## src/rtl/multicycle_control_unit_pkg.sv

```systemverilog
// Shared encodings for the multi-cycle RV32I control unit: opcode/funct
// constants, datapath select encodings (same as the single-cycle decoder),
// the sequencing state enum and the instruction-class enum.
package control_pkg;

  // Opcodes
  localparam logic [6:0] OP_R     = 7'b0110011;
  localparam logic [6:0] OP_I     = 7'b0010011;
  localparam logic [6:0] OP_L     = 7'b0000011;
  localparam logic [6:0] OP_S     = 7'b0100011;
  localparam logic [6:0] OP_B     = 7'b1100011;
  localparam logic [6:0] OP_JAL   = 7'b1101111;
  localparam logic [6:0] OP_JALR  = 7'b1100111;
  localparam logic [6:0] OP_LUI   = 7'b0110111;
  localparam logic [6:0] OP_AUIPC = 7'b0010111;

  // Funct7 / Funct3 values that change decoding
  localparam logic [6:0] F7_BASE    = 7'b0000000;
  localparam logic [6:0] F7_ALT     = 7'b0100000;
  localparam logic [6:0] F7_MULDIV  = 7'b0000001;
  localparam logic [2:0] F3_ADD_SUB = 3'b000;
  localparam logic [2:0] F3_SR      = 3'b101;

  // ALUOp
  localparam logic [3:0] ALU_ADD    = 4'b0000;
  localparam logic [3:0] ALU_SUB    = 4'b1000;
  localparam logic [3:0] ALU_SRA    = 4'b1101;
  localparam logic [3:0] ALU_PASS_B = 4'b1001;

  // ImmSrc
  localparam logic [2:0] IMM_I = 3'b000;
  localparam logic [2:0] IMM_S = 3'b001;
  localparam logic [2:0] IMM_U = 3'b010;
  localparam logic [2:0] IMM_B = 3'b101;
  localparam logic [2:0] IMM_J = 3'b110;

  // RUDataWrSrc
  localparam logic [1:0] WB_ALU    = 2'b00;
  localparam logic [1:0] WB_MEM    = 2'b01;
  localparam logic [1:0] WB_PC4    = 2'b10;
  localparam logic [1:0] WB_MULDIV = 2'b11;

  // BrOp
  localparam logic [4:0] BR_NONE = 5'b00000;
  localparam logic [4:0] BR_JUMP = 5'b10000;
  localparam logic [1:0] BR_COND = 2'b01;

  typedef enum logic [2:0] {
    FETCH, DECODE, EXECUTE, MEM, MULDIV, WB, TRAP
  } state_t;

  typedef enum logic [3:0] {
    CLS_R, CLS_I, CLS_L, CLS_S, CLS_B, CLS_JAL, CLS_JALR,
    CLS_LUI, CLS_AUIPC, CLS_M, CLS_ILLEGAL
  } iclass_t;

endpackage

```

## src/rtl/multicycle_control_unit_if.sv

```systemverilog
// Control-unit bus: instruction-register fields and memory ready handshakes
// into the control unit, datapath/memory control and status out of it.
//   master : the control unit (consumes IR fields/readies, drives controls)
//   slave  : datapath / memory side
interface multicycle_control_unit_if #(
  parameter int unsigned INSTRET_W = 32
);
  logic [6:0]           OpCode;
  logic [2:0]           Funct3;
  logic [6:0]           Funct7;
  logic                 IMReady;
  logic                 DMReady;
  logic                 IMRd;
  logic                 IRWr;
  logic                 PCWr;
  logic                 RUWr;
  logic                 ALUASrc;
  logic                 ALUBSrc;
  logic [3:0]           ALUOp;
  logic [2:0]           ImmSrc;
  logic [4:0]           BrOp;
  logic                 DMRd;
  logic                 DMWr;
  logic [2:0]           DMCtrl;
  logic [1:0]           RUDataWrSrc;
  logic                 MulDivEn;
  logic [2:0]           MulDivOp;
  logic                 Retire;
  logic [INSTRET_W-1:0] InstRet;
  logic                 Illegal;

  modport master (
    input  OpCode, Funct3, Funct7, IMReady, DMReady,
    output IMRd, IRWr, PCWr, RUWr, ALUASrc, ALUBSrc, ALUOp, ImmSrc, BrOp,
           DMRd, DMWr, DMCtrl, RUDataWrSrc, MulDivEn, MulDivOp, Retire,
           InstRet, Illegal
  );

  modport slave (
    output OpCode, Funct3, Funct7, IMReady, DMReady,
    input  IMRd, IRWr, PCWr, RUWr, ALUASrc, ALUBSrc, ALUOp, ImmSrc, BrOp,
           DMRd, DMWr, DMCtrl, RUDataWrSrc, MulDivEn, MulDivOp, Retire,
           InstRet, Illegal
  );
endinterface

```

## src/rtl/multicycle_control_unit_instr_class_decoder.sv

```systemverilog
// Combinational instruction classifier.
//   opcode/funct3/funct7 : instruction-register fields
//   iclass               : instruction class (CLS_ILLEGAL for anything unknown)
//   alu_op, imm_src      : ALU operation and immediate format
//   alu_a_src, alu_b_src : ALU operand selects (A: 0 rs1/1 PC, B: 0 rs2/1 imm)
module instr_class_decoder
  import control_pkg::*;
#(
  parameter int unsigned ENABLE_M = 1
) (
  input  logic [6:0] opcode,
  input  logic [2:0] funct3,
  input  logic [6:0] funct7,
  output iclass_t    iclass,
  output logic [3:0] alu_op,
  output logic [2:0] imm_src,
  output logic       alu_a_src,
  output logic       alu_b_src
);

  always_comb begin
    iclass    = CLS_ILLEGAL;
    alu_op    = ALU_ADD;
    imm_src   = IMM_I;
    alu_a_src = 1'b0;
    alu_b_src = 1'b0;
    case (opcode)
      OP_R: begin
        // funct7 0100000 is only meaningful for SUB and SRA
        if (funct7 == F7_BASE ||
            (funct7 == F7_ALT && (funct3 == F3_ADD_SUB || funct3 == F3_SR))) begin
          iclass = CLS_R;
          alu_op = {funct7[5], funct3};
        end else if (funct7 == F7_MULDIV && ENABLE_M != 0) begin
          iclass = CLS_M;
        end
      end
      OP_I: begin
        iclass    = CLS_I;
        alu_b_src = 1'b1;
        // only the shift-right immediate form carries the arithmetic bit
        alu_op    = (funct3 == F3_SR) ? {funct7[5], funct3} : {1'b0, funct3};
      end
      OP_L: begin
        iclass    = CLS_L;
        alu_b_src = 1'b1;
      end
      OP_S: begin
        iclass    = CLS_S;
        alu_b_src = 1'b1;
        imm_src   = IMM_S;
      end
      OP_B: begin
        iclass    = CLS_B;
        alu_a_src = 1'b1;
        alu_b_src = 1'b1;
        imm_src   = IMM_B;
      end
      OP_JAL: begin
        iclass    = CLS_JAL;
        alu_a_src = 1'b1;
        alu_b_src = 1'b1;
        imm_src   = IMM_J;
      end
      OP_JALR: begin
        iclass    = CLS_JALR;
        alu_b_src = 1'b1;
      end
      OP_LUI: begin
        iclass    = CLS_LUI;
        alu_b_src = 1'b1;
        imm_src   = IMM_U;
        alu_op    = ALU_PASS_B;
      end
      OP_AUIPC: begin
        iclass    = CLS_AUIPC;
        alu_a_src = 1'b1;
        alu_b_src = 1'b1;
        imm_src   = IMM_U;
      end
      default: ;
    endcase
  end

endmodule

```

## src/rtl/multicycle_control_unit.sv

```systemverilog
// Multi-cycle RV32I control unit. Sequences each instruction through
// FETCH/DECODE/EXECUTE/(MEM|MULDIV)/WB with instruction- and data-memory
// ready handshakes, traps illegal instructions and counts retirements.
//   clk  : rising-edge clock
//   rst  : asynchronous active-high reset
//   bus  : control bus (master side) - IR fields, ready inputs, all controls
module multicycle_control_unit
  import control_pkg::*;
#(
  parameter int unsigned ENABLE_M      = 1,
  parameter int unsigned MULDIV_CYCLES = 32,
  parameter int unsigned INSTRET_W     = 32
) (
  input  logic                          clk,
  input  logic                          rst,
  multicycle_control_unit_if.master     bus
);

  localparam logic [7:0] MD_LOAD = 8'(MULDIV_CYCLES - 1);

  state_t               state, state_n;
  logic [7:0]           md_cnt, md_cnt_n;
  logic [INSTRET_W-1:0] instret;
  logic                 retire;

  iclass_t    iclass;
  logic [3:0] alu_op;
  logic [2:0] imm_src;
  logic       alu_a_src;
  logic       alu_b_src;

  instr_class_decoder #(
    .ENABLE_M (ENABLE_M)
  ) u_dec (
    .opcode    (bus.OpCode),
    .funct3    (bus.Funct3),
    .funct7    (bus.Funct7),
    .iclass    (iclass),
    .alu_op    (alu_op),
    .imm_src   (imm_src),
    .alu_a_src (alu_a_src),
    .alu_b_src (alu_b_src)
  );

  always_ff @(posedge clk or posedge rst) begin
    if (rst) begin
      state   <= FETCH;
      md_cnt  <= '0;
      instret <= '0;
    end else begin
      state  <= state_n;
      md_cnt <= md_cnt_n;
      if (retire) instret <= instret + INSTRET_W'(1);
    end
  end

  assign bus.InstRet = instret;

  // Outputs are decoded from state (plus the ready inputs where a handshake
  // completes). Decoding is skipped while rst is high so every request drops
  // the instant reset is asserted, including the FETCH read request.
  always_comb begin
    state_n         = state;
    md_cnt_n        = md_cnt;
    retire          = 1'b0;
    bus.IMRd        = 1'b0;
    bus.IRWr        = 1'b0;
    bus.PCWr        = 1'b0;
    bus.RUWr        = 1'b0;
    bus.ALUASrc     = 1'b0;
    bus.ALUBSrc     = 1'b0;
    bus.ALUOp       = '0;
    bus.ImmSrc      = '0;
    bus.BrOp        = BR_NONE;
    bus.DMRd        = 1'b0;
    bus.DMWr        = 1'b0;
    bus.DMCtrl      = '0;
    bus.RUDataWrSrc = WB_ALU;
    bus.MulDivEn    = 1'b0;
    bus.MulDivOp    = '0;
    bus.Illegal     = 1'b0;

    if (!rst) begin
      // ALU controls stay valid from EXECUTE through WB so the result used
      // for memory addresses, write-back and jump targets is stable.
      if (state == EXECUTE || state == MEM || state == WB) begin
        bus.ALUASrc = alu_a_src;
        bus.ALUBSrc = alu_b_src;
        bus.ALUOp   = alu_op;
        bus.ImmSrc  = imm_src;
      end

      case (state)
        FETCH: begin
          bus.IMRd = 1'b1;
          if (bus.IMReady) begin
            bus.IRWr = 1'b1;
            state_n  = DECODE;
          end
        end
        DECODE: begin
          case (iclass)
            CLS_ILLEGAL: state_n = TRAP;
            CLS_M: begin
              md_cnt_n = MD_LOAD;
              state_n  = MULDIV;
            end
            default: state_n = EXECUTE;
          endcase
        end
        EXECUTE: begin
          if (iclass == CLS_B) begin
            bus.PCWr = 1'b1;
            bus.BrOp = {BR_COND, bus.Funct3};
            retire   = 1'b1;
            state_n  = FETCH;
          end else if (iclass == CLS_L || iclass == CLS_S) begin
            state_n = MEM;
          end else begin
            state_n = WB;
          end
        end
        MEM: begin
          bus.DMCtrl = bus.Funct3;
          if (iclass == CLS_L) bus.DMRd = 1'b1;
          else                 bus.DMWr = 1'b1;
          if (bus.DMReady) begin
            if (iclass == CLS_L) begin
              state_n = WB;
            end else begin
              bus.PCWr = 1'b1;
              retire   = 1'b1;
              state_n  = FETCH;
            end
          end
        end
        MULDIV: begin
          bus.MulDivEn = 1'b1;
          bus.MulDivOp = bus.Funct3;
          if (md_cnt == '0) state_n  = WB;
          else              md_cnt_n = md_cnt - 8'd1;
        end
        WB: begin
          bus.RUWr = 1'b1;
          bus.PCWr = 1'b1;
          retire   = 1'b1;
          state_n  = FETCH;
          case (iclass)
            CLS_L:  bus.RUDataWrSrc = WB_MEM;
            CLS_M:  bus.RUDataWrSrc = WB_MULDIV;
            CLS_JAL, CLS_JALR: begin
              bus.RUDataWrSrc = WB_PC4;
              bus.BrOp        = BR_JUMP;
            end
            default: bus.RUDataWrSrc = WB_ALU;
          endcase
        end
        TRAP: begin
          bus.Illegal = 1'b1;
        end
        default: state_n = FETCH;
      endcase
    end

    bus.Retire = retire;
  end

endmodule

```

## src/flat_wrapper.sv

```systemverilog
// flat-port wrapper written by rule: the top's interface ports become plain ports
module multicycle_control_unit_flat import control_pkg::*;
#(
  parameter int unsigned ENABLE_M      = 1,
  parameter int unsigned MULDIV_CYCLES = 32,
  parameter int unsigned INSTRET_W     = 32
)
  (clk, rst, bus_OpCode, bus_Funct3, bus_Funct7, bus_IMReady, bus_DMReady, bus_IMRd, bus_IRWr, bus_PCWr, bus_RUWr, bus_ALUASrc, bus_ALUBSrc, bus_ALUOp, bus_ImmSrc, bus_BrOp, bus_DMRd, bus_DMWr, bus_DMCtrl, bus_RUDataWrSrc, bus_MulDivEn, bus_MulDivOp, bus_Retire, bus_InstRet, bus_Illegal);
  multicycle_control_unit_if #(.INSTRET_W(INSTRET_W)) bus_i ();
  input  logic clk;
  input  logic rst;
  input wire logic [$bits(bus_i.OpCode)-1:0] bus_OpCode;
  input wire logic [$bits(bus_i.Funct3)-1:0] bus_Funct3;
  input wire logic [$bits(bus_i.Funct7)-1:0] bus_Funct7;
  input wire logic [$bits(bus_i.IMReady)-1:0] bus_IMReady;
  input wire logic [$bits(bus_i.DMReady)-1:0] bus_DMReady;
  output wire logic [$bits(bus_i.IMRd)-1:0] bus_IMRd;
  output wire logic [$bits(bus_i.IRWr)-1:0] bus_IRWr;
  output wire logic [$bits(bus_i.PCWr)-1:0] bus_PCWr;
  output wire logic [$bits(bus_i.RUWr)-1:0] bus_RUWr;
  output wire logic [$bits(bus_i.ALUASrc)-1:0] bus_ALUASrc;
  output wire logic [$bits(bus_i.ALUBSrc)-1:0] bus_ALUBSrc;
  output wire logic [$bits(bus_i.ALUOp)-1:0] bus_ALUOp;
  output wire logic [$bits(bus_i.ImmSrc)-1:0] bus_ImmSrc;
  output wire logic [$bits(bus_i.BrOp)-1:0] bus_BrOp;
  output wire logic [$bits(bus_i.DMRd)-1:0] bus_DMRd;
  output wire logic [$bits(bus_i.DMWr)-1:0] bus_DMWr;
  output wire logic [$bits(bus_i.DMCtrl)-1:0] bus_DMCtrl;
  output wire logic [$bits(bus_i.RUDataWrSrc)-1:0] bus_RUDataWrSrc;
  output wire logic [$bits(bus_i.MulDivEn)-1:0] bus_MulDivEn;
  output wire logic [$bits(bus_i.MulDivOp)-1:0] bus_MulDivOp;
  output wire logic [$bits(bus_i.Retire)-1:0] bus_Retire;
  output wire logic [$bits(bus_i.InstRet)-1:0] bus_InstRet;
  output wire logic [$bits(bus_i.Illegal)-1:0] bus_Illegal;
  assign bus_i.OpCode = bus_OpCode;
  assign bus_i.Funct3 = bus_Funct3;
  assign bus_i.Funct7 = bus_Funct7;
  assign bus_i.IMReady = bus_IMReady;
  assign bus_i.DMReady = bus_DMReady;
  assign bus_IMRd = bus_i.IMRd;
  assign bus_IRWr = bus_i.IRWr;
  assign bus_PCWr = bus_i.PCWr;
  assign bus_RUWr = bus_i.RUWr;
  assign bus_ALUASrc = bus_i.ALUASrc;
  assign bus_ALUBSrc = bus_i.ALUBSrc;
  assign bus_ALUOp = bus_i.ALUOp;
  assign bus_ImmSrc = bus_i.ImmSrc;
  assign bus_BrOp = bus_i.BrOp;
  assign bus_DMRd = bus_i.DMRd;
  assign bus_DMWr = bus_i.DMWr;
  assign bus_DMCtrl = bus_i.DMCtrl;
  assign bus_RUDataWrSrc = bus_i.RUDataWrSrc;
  assign bus_MulDivEn = bus_i.MulDivEn;
  assign bus_MulDivOp = bus_i.MulDivOp;
  assign bus_Retire = bus_i.Retire;
  assign bus_InstRet = bus_i.InstRet;
  assign bus_Illegal = bus_i.Illegal;
  multicycle_control_unit #(.ENABLE_M(ENABLE_M), .MULDIV_CYCLES(MULDIV_CYCLES), .INSTRET_W(INSTRET_W)) u_core (.clk(clk), .rst(rst), .bus(bus_i));
endmodule
```

## config.mk

```make
export PLATFORM = sky130hd
export DESIGN_NAME = multicycle_control_unit_flat
export DESIGN_NICKNAME = d
export VERILOG_FILES = /design/src/rtl/multicycle_control_unit_pkg.sv /design/src/rtl/multicycle_control_unit_if.sv /design/src/rtl/multicycle_control_unit_instr_class_decoder.sv /design/src/rtl/multicycle_control_unit.sv /design/src/flat_wrapper.sv
export SDC_FILE = /design/constraint.sdc
export NUM_CORES = 1
export LEC_CHECK = 0
export BUFFER_PORTS_ARGS = -buffer_cell sky130_fd_sc_hd__buf_2
export CAP_MARGIN = 20
export CORE_UTILIZATION = 40
export CTS_CLUSTER_DIAMETER = 150
export CTS_CLUSTER_SIZE = 30
export DETAILED_ROUTE_END_ITERATION = 10
export GPL_TIMING_DRIVEN = 0
export PLACE_DENSITY = 0.6
export SLEW_MARGIN = 20
export SYNTH_ARGS = -nofsm -noshare
export SYNTH_HDL_FRONTEND = slang
export SYNTH_SLANG_ARGS = --single-unit
```

## constraint.sdc

```tcl
create_clock -name clk -period 3.46 [get_ports clk]
set_input_delay 0 -clock clk [delete_from_list [all_inputs] [get_ports clk]]
set_output_delay 0 -clock clk [all_outputs]
set_load 0.03 [all_outputs]
```

==> impl_metrics.tcl, run 1 <==
set metrics [dict create \
    areaGrowthSynthToFinish_pct 22.6 \
    irDropWorstVdd_mv 0.221 \
    core_sq_um 6830 \
    grtUsageMet2_pct 31.6 \
    dieArea_sq_um 7480 \
    row_count 30 \
    worstMarginPinSlew_ns 0.958 \
    grt.met1_usage_pct 30.7 \
    maxCapViolations 0 \
    drv_slew 0 \
    gr-usage-all-layers_pct 20.8 \
    critPathRequiredTime_ns 3.46 \
    hp-start "bus_OpCode[0]" \
    post-route-period-util_pct 76.4 \
    io_buffer_count 78 \
    start_kind "input port" \
    crit_type "in -> out" \
    grt.busiest_layer "met2" \
    synthCells 332 \
    viasPerCell 5.34 \
    cp-startpoint "rst" \
    use_met3_pct 4.48 \
    syn_nets 356 \
    gp_congestion 0.896 \
    synth-seq-cells 43 \
    drive_gt1_share_pct 24.6 \
    drtIter0Drc 130 \
    initial_core_util_pct 41.8 \
    skew_ns 0.00428 \
    num_antenna_cells 0 \
    fp.dieH_microns 86.5 \
    synth.cell_area_sq_um 2850 \
    post-place-cells 507 \
    yosysWarnings 0 \
    p_leak_uw 0.00172 \
    antenna_left 0 \
    avgSynthCellArea_sq_um 8.60 \
    synth_edf_count 0 \
    synth_flop_cell "dfrtp_1" \
    antenna_found_initial 0 \
    fill_cells 699 \
    fmax_mhz 378 \
    cts_buffers 5 \
    grt_max_degree 28 \
    yosysSeqAreaShare_pct 37.7 \
    die-width_microns 86.5 \
    final_cells 515 \
    clk_pin_slew_ns 0.08 \
    rsz0062_at_grt "false" \
    end_kind "output pin" \
    postRouteWirelength_microns 7550 \
    htree_levels 2 \
    postPlaceCellArea_sq_um 3390 \
    grt_pass1_vias 2608 \
    hp-class "in -> reg" \
    dp_hpwl_microns 5700 \
    vias 2752 \
    period_minus_slack_ns 2.64 \
    clock_sinks 43 \
    synth-async-reset-ratio_pct 100 \
    grt_pass1_wl_microns 12300 \
    post_cts_buffers 0 \
    clock_latency_ns 0.29 \
    status "finished clean" \
    io-pin-count 84 \
    first_pass_iters 4 \
    grt-ovfl-total 0 \
    report.final.hold_viol_count 0 \
    fin_nets 443 \
    drc 0 \
    regToRegStartpoint "u_core.state[1]" \
    ys_types 57 \
    setup_viol 0 \
    cp_max_fo 24 \
    cts-root-buf "clkbuf_8" \
    arrival_ns 2.64 \
    total_power_uw 1650 \
    cts.path.max_buffers 2 \
    slew_headroom_pct 36.0 \
    powerDensity_nw_per_um2 472 \
    design_area_sq_um 3500 \
    tritoncts "built" \
    routedWlPerCell_microns 14.7 \
]
cell families (layout without fill, tap and decap cells):
group	after synthesis	in the layout	synth area share [%]
adder cells (fa/ha/maj)	3	3	1.32
AO/OA/AOI/OAI	65	65	15.8
buffers and inverters	26	113	3.95
flip-flops	43	43	37.7
XOR/XNOR	33	33	10.1
multiplexers	1	1	0.395
AND/OR/NAND/NOR	161	161	30.7
metrics by stage:
stage	setup WS, ns	hold slack (ns)	TNS, ns	util [%]
2_1_floorplan	0.771	0.185	0	-
3_3_place_gp	-0.199	0.377	-2.56	49.2
3_5_place_dp	0.853	0.280	0	49.6
4_1_cts	0.743	0.231	0	51.2
5_1_grt	0.541	0.248	0	51.2
6_report	0.816	0.232	0	51.2
metal layers:
metal / part of all wire (%) / vias to the layer above / wire length, microns
li1: - / 1373 / -
met1: 52 / 1318 / 3930
met2: 44 / 59 / 3320
met3: 3.5 / 2 / 268
met4: 0.46 / 0 / 35
met5: 0 / - / 0
registers in the layout, indices dropped and copies added, names as in the netlist:
| name | flops |
|---|---|
| u_core.bus.InstRet | 32 |
| u_core.md_cnt | 8 |
| u_core.state | 3 |
worst paths after layout:
kind / end / slack, ns / depth (start not counted)
max in group asynchronous: u_core.bus.InstRet[16] / 2.49 / 4
min in group asynchronous: u_core.state[0] / 0.51 / 3
max reg2reg: u_core.md_cnt[3] / 0.85 / 6
min reg2reg: u_core.bus.InstRet[30] / 0.48 / 1
max: bus_Retire / 0.82 / 8
min: u_core.state[2] / 0.23 / 5
worst max-delay path: stages:
cell and delay (ns):
dlygate4sd3_1 0.52, clkbuf_1 0.47, clkinv_2 0.53, nand2_1 0.45, a21oi_1 0.11, buf_2 0.23
buf_4 0.16, buf_2 0.16
synth_stat cells, drive strengths merged, types with 3 or more instances:
library cell	n	share of area (%)
a21oi	18	3.7
or2	4	0.88
o21ai	17	3.1
xor2	20	6.1
nor4b	5	1.5
nor3	24	4.2
o211ai	4	1.1
ha	3	1.3
or4	3	0.92
nor3b	5	1.3
inv	11	1.4
xnor2	13	4.0
nor2	26	3.4
a211oi	4	1.1
and2	10	2.2
and3	8	1.8
or3	3	0.83
nand3	10	1.8
a31oi	3	0.66
dfrtp	43	38
nand2	31	4.1
clkbuf	9	1.2
nand4	7	1.5
nand3b	4	1.1
nand2b	8	1.8
nor4	6	1.3
and4	3	0.92
buf	5	1.2
where the power goes:
group / switching [uW] / leakage (uW) / internal, uW
Sequential: 86.5 / 0.000570 / 568
Clock: 165 / 0.0000513 / 212
Combinational: 415 / 0.00109 / 205
timing repair:
action / CTS / global route
hold buffers: 1 / 0
gates resized for setup: 0 / 0
endpoints found under the hold margin: 19 / 0
final cells by class:
cell class | count | area (sq um) | share of cell area, %
buffer | 14 | 67.6 | 1.93
tap | 96 | 120 | 3.43
multi-input combinational | 263 | 1670 | 47.6
timing repair buffer | 80 | 420 | 12.0
inverter | 12 | 46.3 | 1.32
clock inverter | 1 | 30.0 | 0.858
sequential | 43 | 1080 | 30.8
clock buffer | 6 | 72.6 | 2.07
cell usage in the layout (no fill, tap or decap), types with 2 or more instances in the layout:
cell type and instances:
nor4_1 6, nor4b_1 5, o21bai_1 2, nand4_1 7
o31a_1 2, and4_1 3, nand3_1 10, nor3_1 24
inv_1 11, xor2_1 20, and3_1 8, or4_1 2
nor3b_1 5, buf_2 81, o21ai_1 6, nand3b_1 4
or2_2 4, and2_1 10, a211oi_1 4, nand2b_1 8
o21ai_0 10, ha_1 3, nor2_1 26, clkbuf_1 10
or3_1 2, o22a_1 2, clkbuf_8 5, a31oi_1 3
o32ai_1 2, a21oi_1 16, o211ai_1 4, xnor2_1 13
dfrtp_1 43, nand2_1 31
Note: power is estimated with default switching activity, not from simulation.
==> inputs of run 2 (changes only) <==
--- a/config.mk
+++ b/config.mk
@@ -5,6 +5,7 @@
 export SDC_FILE = /design/constraint.sdc
 export NUM_CORES = 1
 export LEC_CHECK = 0
+export ABC_AREA = 1
 export BUFFER_PORTS_ARGS = -buffer_cell sky130_fd_sc_hd__buf_2
 export CAP_MARGIN = 20
 export CORE_UTILIZATION = 40
@@ -12,7 +13,7 @@
 export CTS_CLUSTER_SIZE = 30
 export DETAILED_ROUTE_END_ITERATION = 10
 export GPL_TIMING_DRIVEN = 0
-export PLACE_DENSITY = 0.6
+export PLACE_DENSITY = 0.62
 export SLEW_MARGIN = 20
 export SYNTH_ARGS = -nofsm -noshare
 export SYNTH_HDL_FRONTEND = slang
==> constraint.sdc (replaced) <==
create_clock -name clk -period 2.2 [get_ports clk]
set_input_delay 0 -clock clk [delete_from_list [all_inputs] [get_ports clk]]
set_output_delay 0 -clock clk [all_outputs]
set_load 0.03 [all_outputs]
==> run 2 against run 1 <==
  * Sequential share of layout area down 2.1 points
  * Critical endpoint unchanged
  * Sequential cell count stayed put
  * Synthesized cell count is 30% higher
  * Core utilization increased by 0.097 points
==> impl_metrics.tcl, run 2 <==
set metrics [dict create \
    viasPerCell 4.87 \
    synth.most_common_cell "nand2_1" \
    fp.dieH_microns 89.5 \
    worstMarginPinSlew_ns 0.653 \
    clock_latency_ns 0.30 \
    drv_slew 0 \
    synth_commonest_cells "nand2_1 (86), nor2_1 (65), inv_1 (52), dfrtp_1 (43), nand3_1 (36)" \
    syn_nets 454 \
    cts-root-buf "clkbuf_8" \
    synth-seq-cells 43 \
    grt_pass1_vias 2743 \
    p_sw_share_pct 42.8 \
    netSwitchingPower_uw 1070 \
    core_sq_um 7330 \
    grt-ovfl-total 0 \
    grt_max_degree 24 \
    seqPwrFrac_pct 39.8 \
    initial_core_util_pct 41.8 \
    report.final.hold_viol_count 0 \
    status "finished clean" \
    vias 3042 \
    rsz0062_at_grt "false" \
    layout_common_cells "nand2_1 (85), buf_2 (82), nor2_1 (64), inv_1 (51), dfrtp_1 (43)" \
    tritoncts "built" \
    hp-class "in -> async" \
    gp_congestion 0.849 \
    synth_top_area_share_pct 35.1 \
    yosysWarnings 0 \
    synth_edf_count 0 \
    tns_ns 0 \
    largest_reg_flops 32 \
    fill_cells 753 \
    final_common_cell "nand2_1" \
    routedWlPerCell_microns 12.6 \
    areaGrowthSynthToFinish_pct 22.8 \
    powerDensity_nw_per_um2 664 \
    gr-usage-all-layers_pct 20.3 \
    yosysSeqAreaShare_pct 35.1 \
    synth-async-reset-ratio_pct 100 \
    fin_nets 549 \
    utilization_pct 51.3 \
    row_count 31 \
    drive_gt1_share_pct 27.2 \
    p_clk_share_pct 20.0 \
    die-width_microns 89.5 \
    fmax_mhz 496 \
    io_buffer_count 82 \
    critPathRequiredTime_ns 2.20 \
    antenna_left 0 \
    end_kind "output pin" \
    num_antenna_cells 0 \
    total_power_uw 2500 \
    first_pass_iters 6 \
    slew_headroom_pct 56.4 \
    htree_levels 2 \
    avgSynthCellArea_sq_um 7.12 \
    maxCapViolations 0 \
    synth_flop_cell "dfrtp_1" \
    dieArea_sq_um 8010 \
    combinationalPowerShare_pct 40.2 \
    regArea_sq_um 1080 \
    drtIter0Drc 121 \
    post-route-period-util_pct 91.7 \
    antenna_found_initial 0 \
    crit_type "reg -> out" \
    arrival_ns 2.02 \
    setup_viol 0 \
    synth_area_leaders "dfrtp_1 (35%), nand2_1 (11%), nor2_1 (8.0%), inv_1 (6.4%), nand3_1 (5.9%)" \
    regToRegStartpoint "u_core.bus.InstRet[0]" \
    dp_hpwl_microns 6140 \
    cp-startpoint "u_core.state[2]" \
    yosysTopAreaCell "dfrtp_1" \
    grt_pass1_wl_microns 12600 \
    postRouteWirelength_microns 7870 \
    ys_types 38 \
    cts_buffers 5 \
    synthCells 430 \
    postPlaceCellArea_sq_um 3630 \
    io-pin-count 84 \
    start_kind "flop" \
    period_minus_slack_ns 2.02 \
    cp_max_fo 11 \
    irDropWorstVdd_mv 0.467 \
    skew_ns 0.0107 \
    p_leak_uw 0.00192 \
    design_area_sq_um 3760 \
    clk_pin_slew_ns 0.08 \
    synth.cell_area_sq_um 3060 \
    p_int_uw 1430 \
    drc 0 \
    clock_sinks 43 \
    multi_input_comb_area_sq_um 1720 \
    cts.path.max_buffers 2 \
]
run 2: changes by cell type after synthesis, moves of 10 or more:
cell     before  now
and2_1       10    0
inv_1        11   52
nand3_1      10   36
nor2_2        0   13
nand2_1      31   86
nor2_1       26   65
run 2: path summary, 6_finish.rpt:
| path | endpoint | slack (ns) | cells after the start |
|---|---|---|---|
| max | bus_Retire | 0.18 | 10 |
| min | u_core.bus.InstRet[10] | 0.06 | 3 |
| max reg2reg | u_core.bus.InstRet[30] | 0.22 | 11 |
| min reg2reg | u_core.bus.InstRet[30] | 0.51 | 1 |
| max in group asynchronous | u_core.bus.InstRet[24] | 1.06 | 3 |
| min in group clk | u_core.state[2] | 0.16 | 5 |
run 2: metal layers:
layer  GRT usage (%)  vias to the layer above  share of wire (%)
met5               0                        -                  0
li1                -                     1564                  -
met4            5.92                        0                1.1
met2            32.3                       67                 46
met3            2.86                        8                3.6
met1            28.6                     1403                 49
run 2: cell type report:
class / instances / share of cell area [%]
multi-input cells: 322 / 45.8
flip-flops and latches: 43 / 28.6
repair buffers: 88 / 12.8
inverters: 59 / 6.02
well taps: 99 / 3.29
clock buffers: 6 / 1.93
plain buffers: 6 / 1.20
clock inverters: 2 / 0.333
run 2: kinds of logic after synthesis:
group / synth area share, %
DFF: 35.1
AOI/OAI and AO/OA: 5.96
adders and majority gates: 1.23
xor gates and xnor gates: 8.58
and+or+nand+nor: 40.4
buffers and inverters: 8.74
run 2: critical path, stage by stage, from the launching register on:
cell,delay (ns)
dfrtp_1,0.43
inv_2,0.11
nand2_2,0.08
nor2_2,0.15
nand2_1,0.12
o21ai_4,0.19
nand2_4,0.09
clkinv_2,0.10
buf_6,0.16
buf_4,0.11
buf_2,0.18
run 2: through the flow:
step	hold slack [ns]	cells	setup slack [ns]
after CTS	0.0679	623	0.0683
after global placement	0.390	611	-0.322
after global routing	0.0944	625	0.0297
after floorplan	0.192	430	0.0561
after detailed placement	0.316	612	0.169
final	0.0636	625	0.182
run 2: power groups by stage:
| stage | Clock, uW | Sequential, uW | Combinational (uW) |
|---|---|---|---|
| after detailed placement | 0 | 1010 | 957 |
| after CTS | 517 | 993 | 975 |
| after floorplan | 0 | 1060 | 641 |
| after global routing | 554 | 1010 | 1120 |
| after global placement | 0 | 1000 | 942 |
| final | 499 | 993 | 1000 |
run 2: repair_timing:
item / CTS / global route
endpoints found under the hold margin: 12 / 0
setup buffers: 1 / 2
endpoints found under the setup margin: 1 / 3
pin swaps: 1 / 1
hold buffers: 2 / 0
resized for setup: 0 / 2
